===== src/rtl/fifo_serial_tx_pkg.sv =====
// Shared types and constants for the FIFO-drain serial transmitter.
package fifo_serial_tx_pkg;

  localparam int unsigned DEF_DATA_W       = 4;
  localparam int unsigned DEF_CLKS_PER_BIT = 4;

  localparam logic IDLE_LEVEL  = 1'b1;
  localparam logic START_LEVEL = 1'b0;
  localparam logic STOP_LEVEL  = 1'b1;

  typedef enum logic [2:0] {
    IDLE,
    FETCH,
    LOAD,
    START,
    DATA,
    PARITY,
    STOP
  } state_e;

endpackage


===== src/rtl/fifo_serial_tx_bit_timer.sv =====
// Bit-period timer: counts 0..CLKS_PER_BIT-1 while run is high, parked at 0 otherwise.
// bit_tick marks the last cycle of a bit; bit_tick_next says the following
// cycle will be the last one of the current bit (used to register frame_done).
module tx_bit_timer
  import fifo_serial_tx_pkg::*;
#(
  parameter int unsigned CLKS_PER_BIT = DEF_CLKS_PER_BIT
) (
  input  logic clk,
  input  logic reset,
  input  logic run,
  output logic bit_tick,
  output logic bit_tick_next
);

  localparam int unsigned CNT_W = (CLKS_PER_BIT > 1) ? $clog2(CLKS_PER_BIT) : 1;
  localparam logic [CNT_W-1:0] LAST  = CNT_W'(CLKS_PER_BIT - 1);
  localparam logic [CNT_W-1:0] AHEAD = CNT_W'((CLKS_PER_BIT > 1) ? CLKS_PER_BIT - 2 : 0);

  logic [CNT_W-1:0] cnt_q;

  // Cycle counter within the current bit; reloads on every bit boundary.
  always_ff @(posedge clk) begin
    if (reset || !run) begin
      cnt_q <= '0;
    end else if (cnt_q == LAST) begin
      cnt_q <= '0;
    end else begin
      cnt_q <= CNT_W'(cnt_q + 1'b1);
    end
  end

  assign bit_tick      = run && (cnt_q == LAST);
  assign bit_tick_next = run && (CLKS_PER_BIT > 1) && (cnt_q == AHEAD);

endmodule


===== src/rtl/fifo_serial_tx.sv =====
// FIFO drain + UART-style serialiser: start bit, DATA_W bits LSB first,
// optional even parity, stop bit. Owns the FIFO read strobe.
// Optional parity bit: define FIFO_SERIAL_TX_PARITY_EN.
module fifo_serial_tx
  import fifo_serial_tx_pkg::*;
#(
  parameter int unsigned DATA_W       = DEF_DATA_W,
  parameter int unsigned CLKS_PER_BIT = DEF_CLKS_PER_BIT
) (
  input  logic              clk,
  input  logic              reset,
  input  logic              tx_enable,
  input  logic              fifo_empty,
  input  logic [DATA_W-1:0] fifo_data,
  output logic              fifo_rd_en,
  output logic              serial_out,
  output logic              busy,
  output logic              frame_done
);

  localparam int unsigned BIT_CNT_W = $clog2(DATA_W + 1);
  localparam logic [BIT_CNT_W-1:0] LAST_BIT = BIT_CNT_W'(DATA_W - 1);

  state_e                 state_q, state_d;
  logic [BIT_CNT_W-1:0]   bit_cnt_q, bit_cnt_d;
  logic [DATA_W-1:0]      shreg_q, shreg_d;
  logic                   serial_d, rd_en_d, busy_d, frame_done_d;
  logic                   run, bit_tick, bit_tick_next;
`ifdef FIFO_SERIAL_TX_PARITY_EN
  logic                   parity_q, parity_d;
`endif

  // Timer only runs while a bit is on the line.
  assign run = (state_q == START) || (state_q == DATA) ||
               (state_q == PARITY) || (state_q == STOP);

  tx_bit_timer #(
    .CLKS_PER_BIT (CLKS_PER_BIT)
  ) u_bit_timer (
    .clk           (clk),
    .reset         (reset),
    .run           (run),
    .bit_tick      (bit_tick),
    .bit_tick_next (bit_tick_next)
  );

  // Next-state, datapath and next-output logic; outputs follow the next state.
  always_comb begin
    state_d   = state_q;
    bit_cnt_d = bit_cnt_q;
    shreg_d   = shreg_q;
`ifdef FIFO_SERIAL_TX_PARITY_EN
    parity_d  = parity_q;
`endif

    case (state_q)
      IDLE: begin
        if (tx_enable && !fifo_empty) state_d = FETCH;
      end
      FETCH: begin
        state_d = LOAD;
      end
      LOAD: begin
        shreg_d   = fifo_data;
        bit_cnt_d = '0;
`ifdef FIFO_SERIAL_TX_PARITY_EN
        parity_d  = ^fifo_data;
`endif
        state_d   = START;
      end
      START: begin
        if (bit_tick) state_d = DATA;
      end
      DATA: begin
        if (bit_tick) begin
          if (bit_cnt_q == LAST_BIT) begin
            bit_cnt_d = '0;
`ifdef FIFO_SERIAL_TX_PARITY_EN
            state_d   = PARITY;
`else
            state_d   = STOP;
`endif
          end else begin
            bit_cnt_d = BIT_CNT_W'(bit_cnt_q + 1'b1);
            shreg_d   = shreg_q >> 1;
          end
        end
      end
`ifdef FIFO_SERIAL_TX_PARITY_EN
      PARITY: begin
        if (bit_tick) state_d = STOP;
      end
`endif
      STOP: begin
        if (bit_tick) state_d = (tx_enable && !fifo_empty) ? FETCH : IDLE;
      end
      default: begin
        state_d = IDLE;
      end
    endcase

    rd_en_d = (state_d == FETCH);
    busy_d  = (state_d != IDLE);

    case (state_d)
      START:   serial_d = START_LEVEL;
      DATA:    serial_d = shreg_d[0];
`ifdef FIFO_SERIAL_TX_PARITY_EN
      PARITY:  serial_d = parity_d;
`endif
      STOP:    serial_d = STOP_LEVEL;
      default: serial_d = IDLE_LEVEL;
    endcase

    // Pulse lands on the last STOP cycle: either the timer is one short of its
    // end while staying in STOP, or STOP is being entered and is one cycle long.
    frame_done_d = (state_d == STOP) &&
                   ((state_q == STOP) ? bit_tick_next : (CLKS_PER_BIT == 1));
  end

  // State, datapath and registered outputs.
  always_ff @(posedge clk) begin
    if (reset) begin
      state_q    <= IDLE;
      bit_cnt_q  <= '0;
      shreg_q    <= '0;
`ifdef FIFO_SERIAL_TX_PARITY_EN
      parity_q   <= 1'b0;
`endif
      serial_out <= IDLE_LEVEL;
      fifo_rd_en <= 1'b0;
      busy       <= 1'b0;
      frame_done <= 1'b0;
    end else begin
      state_q    <= state_d;
      bit_cnt_q  <= bit_cnt_d;
      shreg_q    <= shreg_d;
`ifdef FIFO_SERIAL_TX_PARITY_EN
      parity_q   <= parity_d;
`endif
      serial_out <= serial_d;
      fifo_rd_en <= rd_en_d;
      busy       <= busy_d;
      frame_done <= frame_done_d;
    end
  end

endmodule


===== config.mk =====
export PLATFORM = sky130hd
export DESIGN_NAME = fifo_serial_tx
export DESIGN_NICKNAME = d
export VERILOG_FILES = /design/src/rtl/fifo_serial_tx_pkg.sv /design/src/rtl/fifo_serial_tx_bit_timer.sv /design/src/rtl/fifo_serial_tx.sv
export SDC_FILE = /design/constraint.sdc
export NUM_CORES = 1
export LEC_CHECK = 0
export BUFFER_PORTS_ARGS = -buffer_cell sky130_fd_sc_hd__buf_2
export CAP_MARGIN = 5
export CORE_MARGIN = 3
export CORE_UTILIZATION = 28
export CTS_BUF_LIST = sky130_fd_sc_hd__clkbuf_4
export DETAILED_ROUTE_END_ITERATION = 10
export GPL_TIMING_DRIVEN = 0
export SETUP_SLACK_MARGIN = 0.05
export SYNTH_ARGS = -nofsm -noshare
export SYNTH_HDL_FRONTEND = slang
export SYNTH_HIERARCHICAL = 1
export SYNTH_SLANG_ARGS = --single-unit
export TNS_END_PERCENT = 10

===== constraint.sdc =====
create_clock -name clk -period 3.8 [get_ports clk]
set_input_delay 0 -clock clk [delete_from_list [all_inputs] [get_ports clk]]
set_output_delay 0 -clock clk [all_outputs]
set_load 0.02 [all_outputs]

==> impl_metrics.env <==
export IMPL_run_status="finished, final reports clean"
export IMPL_fin_cells=149
export IMPL_ys_seq_elements=16
export IMPL_ios=12
export IMPL_core_um2=2877
export IMPL_worst_clock_skew_ns=0.006808
export IMPL_worst_hold_slack_ns=0.01125
export IMPL_whs_endpoint="shreg_q[1]"
export IMPL_antenna_cells=0
export IMPL_die_height_um=62.01
export IMPL_fp_dieArea_um2=3845
export IMPL_setup_slack_ns=1.506
export IMPL_globalRoute_totalOverflow=0
export IMPL_synthesized_net_count=101
export IMPL_yosysMostFrequentCell="dfxtp_1"
export IMPL_post_synth_num_cell_types=40
export IMPL_maximum_operating_frequency_mhz=435.9
export IMPL_path_class="reg2reg"
export IMPL_port_buffers=11
export IMPL_power_per_cell_area_nw_per_um2=360.8
export IMPL_synth_enable_flop_cells=0
export IMPL_row_cnt=19
export IMPL_effective_utilization_at_floorplan=0.3053
export IMPL_min_delay_path_depth=3
export IMPL_crit_path_end_kind="flip-flop"
export IMPL_netlist_instances=90
export IMPL_count_of_endpoints_failing_setup_in_the_final_report=0
export IMPL_chipWidth_um=62.01
export IMPL_synth_compound_gate_area_share=0.1994
export IMPL_placement_setup_worst_slack_ns=1.525
export IMPL_arrival_ns=2.46
export IMPL_globalRouteMet3Util=0.01240
export IMPL_area_sequential_um2=320.3
export IMPL_cts_tree="done"
export IMPL_largest_family_of_logic_cells_by_synthesized_area="simple AND/OR/NAND/NOR gates"
export IMPL_cp_cell_sequence="buf_2, nand2_1, xnor2_1, and2_1, buf_2, a21oi_1, nor4_2, a41oi_2"
export IMPL_timing_critical_path_fanout_max=10
export IMPL_worst_r2r_path_depth=8
export IMPL_synth_top_cells_by_area="dfxtp_1 36%, a21oi_1 4.6%, ha_1 4.3%"
export IMPL_finalHoldViolCount=0
export IMPL_clk_pin_slew_ns=0.10
export IMPL_detailedRoute_firstIterationViolations=24
export IMPL_grt_busiest_layer="met2"
export IMPL_seq_area_frac_synth=0.3647
export IMPL_cp_required_ns=3.96
export IMPL_finalWeightedCongestion=0.7387
export IMPL_cp_slowest_cell="dfxtp_1"
export IMPL_fillCellCount=297
export IMPL_vias_per_cell=4.765
export IMPL_synth_area_um2=878.3
export IMPL_post_dp_hpwl_um=1302
export IMPL_maximum_number_of_pins_on_one_net_before_global_route_repair=11
export IMPL_yosys_area_top_type_share=0.3647
export IMPL_track_usage=0.1058
export IMPL_timing_critical_path_mode_cell="buf_2"
export IMPL_global_route_usage_met1=0.1147
export IMPL_multi_input_comb_area_um2=521.8
export IMPL_yosys_warnings=6
export IMPL_final_setup_tns_ns=0
export IMPL_grt_pass1_vias=712
export IMPL_worstSetupStartpointType="flip-flop"
export IMPL_timing_hold_worst_start="fifo_data[1]"
export IMPL_cap_violations=0
export IMPL_wirelength_routed_um=1706
export IMPL_r2r_end="busy"
export IMPL_area_growth_pct=17.52
export IMPL_rsz0062_at_grt="no"
export IMPL_via_count=710
export IMPL_drt_pass1_iter_count=4
export IMPL_drc_errors=0
export IMPL_setup_reg_to_reg_worst_slack_ns=1.51
export IMPL_top_flip_flop_cell_by_instance_count_after_synthesis="dfxtp_1"
export IMPL_nNetsFinal=119
export IMPL_worst_path_largest_cell_delay_ns=0.42
export IMPL_synth_top_cells_by_count="16 x dfxtp_1, 8 x a21oi_1, 5 x nand2b_1, 5 x nor2_1"
export IMPL_simple_gate_share_of_the_synthesized_area=0.3305
export IMPL_final_antenna_net_count=0
export IMPL_min_delay_path_class="in2reg"
export IMPL_postCtsSetupRepairBufs=0
export IMPL_regToRegStartpoint="state_q[0]"
export IMPL_slew_headroom=0.6778
export IMPL_layout_cell_area_non_filler_um2=1032
export IMPL_power_leakage_nw=0.3951
export IMPL_clockBufferDepth=2
export IMPL_antenna_violations_before_repair=0
export IMPL_ratio_of_cells_with_drive_above_1_in_the_final_layout=0.2804
export IMPL_synth_xor_area_share=0.009972
export IMPL_yosys_mux_area_fraction=0.01140
export IMPL_synthDominantAreaCellType="dfxtp_1"
export IMPL_wire_per_inst_um=11.45
export IMPL_period_share=0.6037
export IMPL_grt_util_met2=0.1893
export IMPL_final_period_minus_worst_setup_slack_ns=2.294
export IMPL_synth_adder_area_share=0.04274
export IMPL_post_place_cells=143
export IMPL_clock_insertion_delay_worst_skew_ns=0.29
export IMPL_detailed_place_area_um2=985.9
export IMPL_syn_area_per_cell_um2=9.759
export IMPL_clock_tree_sinks=16
export IMPL_synth_async_sr_flop_share=0
export IMPL_tightestPinTransition_ns=0.4833
export IMPL_ctsHtreeMaxLevel=1
export IMPL_crit_start="state_q[0]"
export IMPL_max_vdd_ir_drop_v=0.00007914
export IMPL_clock_root_buffer="clkbuf_4"
export IMPL_number_of_clock_buffers_inserted_by_tritoncts=3
export IMPL_report_final_slew_viol_count=0
export IMPL_grt_pass1_wl_um=2987
worst max-delay path, delay by kind of cell (launching register included):
family	cells	cell delay [ns]
simple gates	3	0.72
buf+inv	2	0.52
flops	1	0.42
compound gates	2	0.25
xor+xnor	1	0.24
per-layer routing:
metal  routed length (um)  part of all wire  vias up
li1                     -                 -      367
met1                  737              0.43      325
met2                  864              0.51       13
met3                   52             0.030        5
met4                   53             0.031        0
met5                    0                 0        -
sequential cells by signal (all words and copies together), names as in the netlist:
register and count:
bit_cnt_q 3, busy 1, fifo_rd_en 1, frame_done 1
serial_out 1, shreg_q 4, state_q 3, u_bit_timer/cnt_q 2
cell families (layout without fill, tap and decap cells):
| family | Yosys count | after routing |
|---|---|---|
| buffers and inverters | 7 | 24 |
| AO/OA/AOI/OAI | 21 | 21 |
| AND/OR/NAND/NOR | 41 | 41 |
| adder cells (fa/ha/maj) | 3 | 3 |
| multiplexers | 1 | 1 |
| flip-flops | 16 | 16 |
| XOR/XNOR | 1 | 1 |
how the worst max path moves through the flow:
stage | slack [ns] | endpoint | cells after the start
6_report | 1.51 | busy | 8
5_1_grt | 1.26 | busy | 8
4_1_cts | 1.51 | busy | 8
3_5_place_dp | 1.53 | busy | 8
3_3_place_gp | 1.54 | busy | 8
2_1_floorplan | 1.91 | busy | 8
per-stage QoR:
stage	power, mW	util
after global routing	0.3920	0.3589
after CTS	0.3759	0.3589
final	0.3725	0.3589
after global placement	0.2803	0.3428
after detailed placement	0.2817	0.3428
after floorplan	0.2587	-
repair_timing:
item,in CTS,in global routing
resized for setup,0,0
hold buffers,2,0
hold endpoints to repair,4,0
cell usage in the layout, fill, tap and decap left out, types with 2 or more instances in the layout:
cell type and n:
nor2_1 5, and4_1 2, inv_1 2, nand3_1 4
nor3b_1 2, nand2b_1 5, nor4b_2 2, a21oi_1 8
buf_2 13, buf_4 2, ha_1 3, and3_1 2
nor3b_2 2, dfxtp_1 16, nand2_1 4, and2_1 3
nand3b_1 2, clkbuf_4 3, dlygate4sd3_1 2, a22oi_1 2
where the power goes:
group          internal, mW  switching [mW]  leakage (nW)
clock network        0.0382          0.0552        0.0154
logic                0.0385          0.0520         0.249
registers             0.180         0.00821         0.131
layout make-up:
| type | instances | share of cell area |
|---|---|---|
| tap | 42 | 0.05091 |
| clock buffer | 3 | 0.02182 |
| inverter | 2 | 0.007273 |
| clock inverter | 1 | 0.003636 |
| buffer | 5 | 0.02788 |
| multi-input combinational | 67 | 0.5055 |
| timing repair buffer | 13 | 0.07273 |
| sequential | 16 | 0.3103 |
Power figures use the tool's default switching activity.
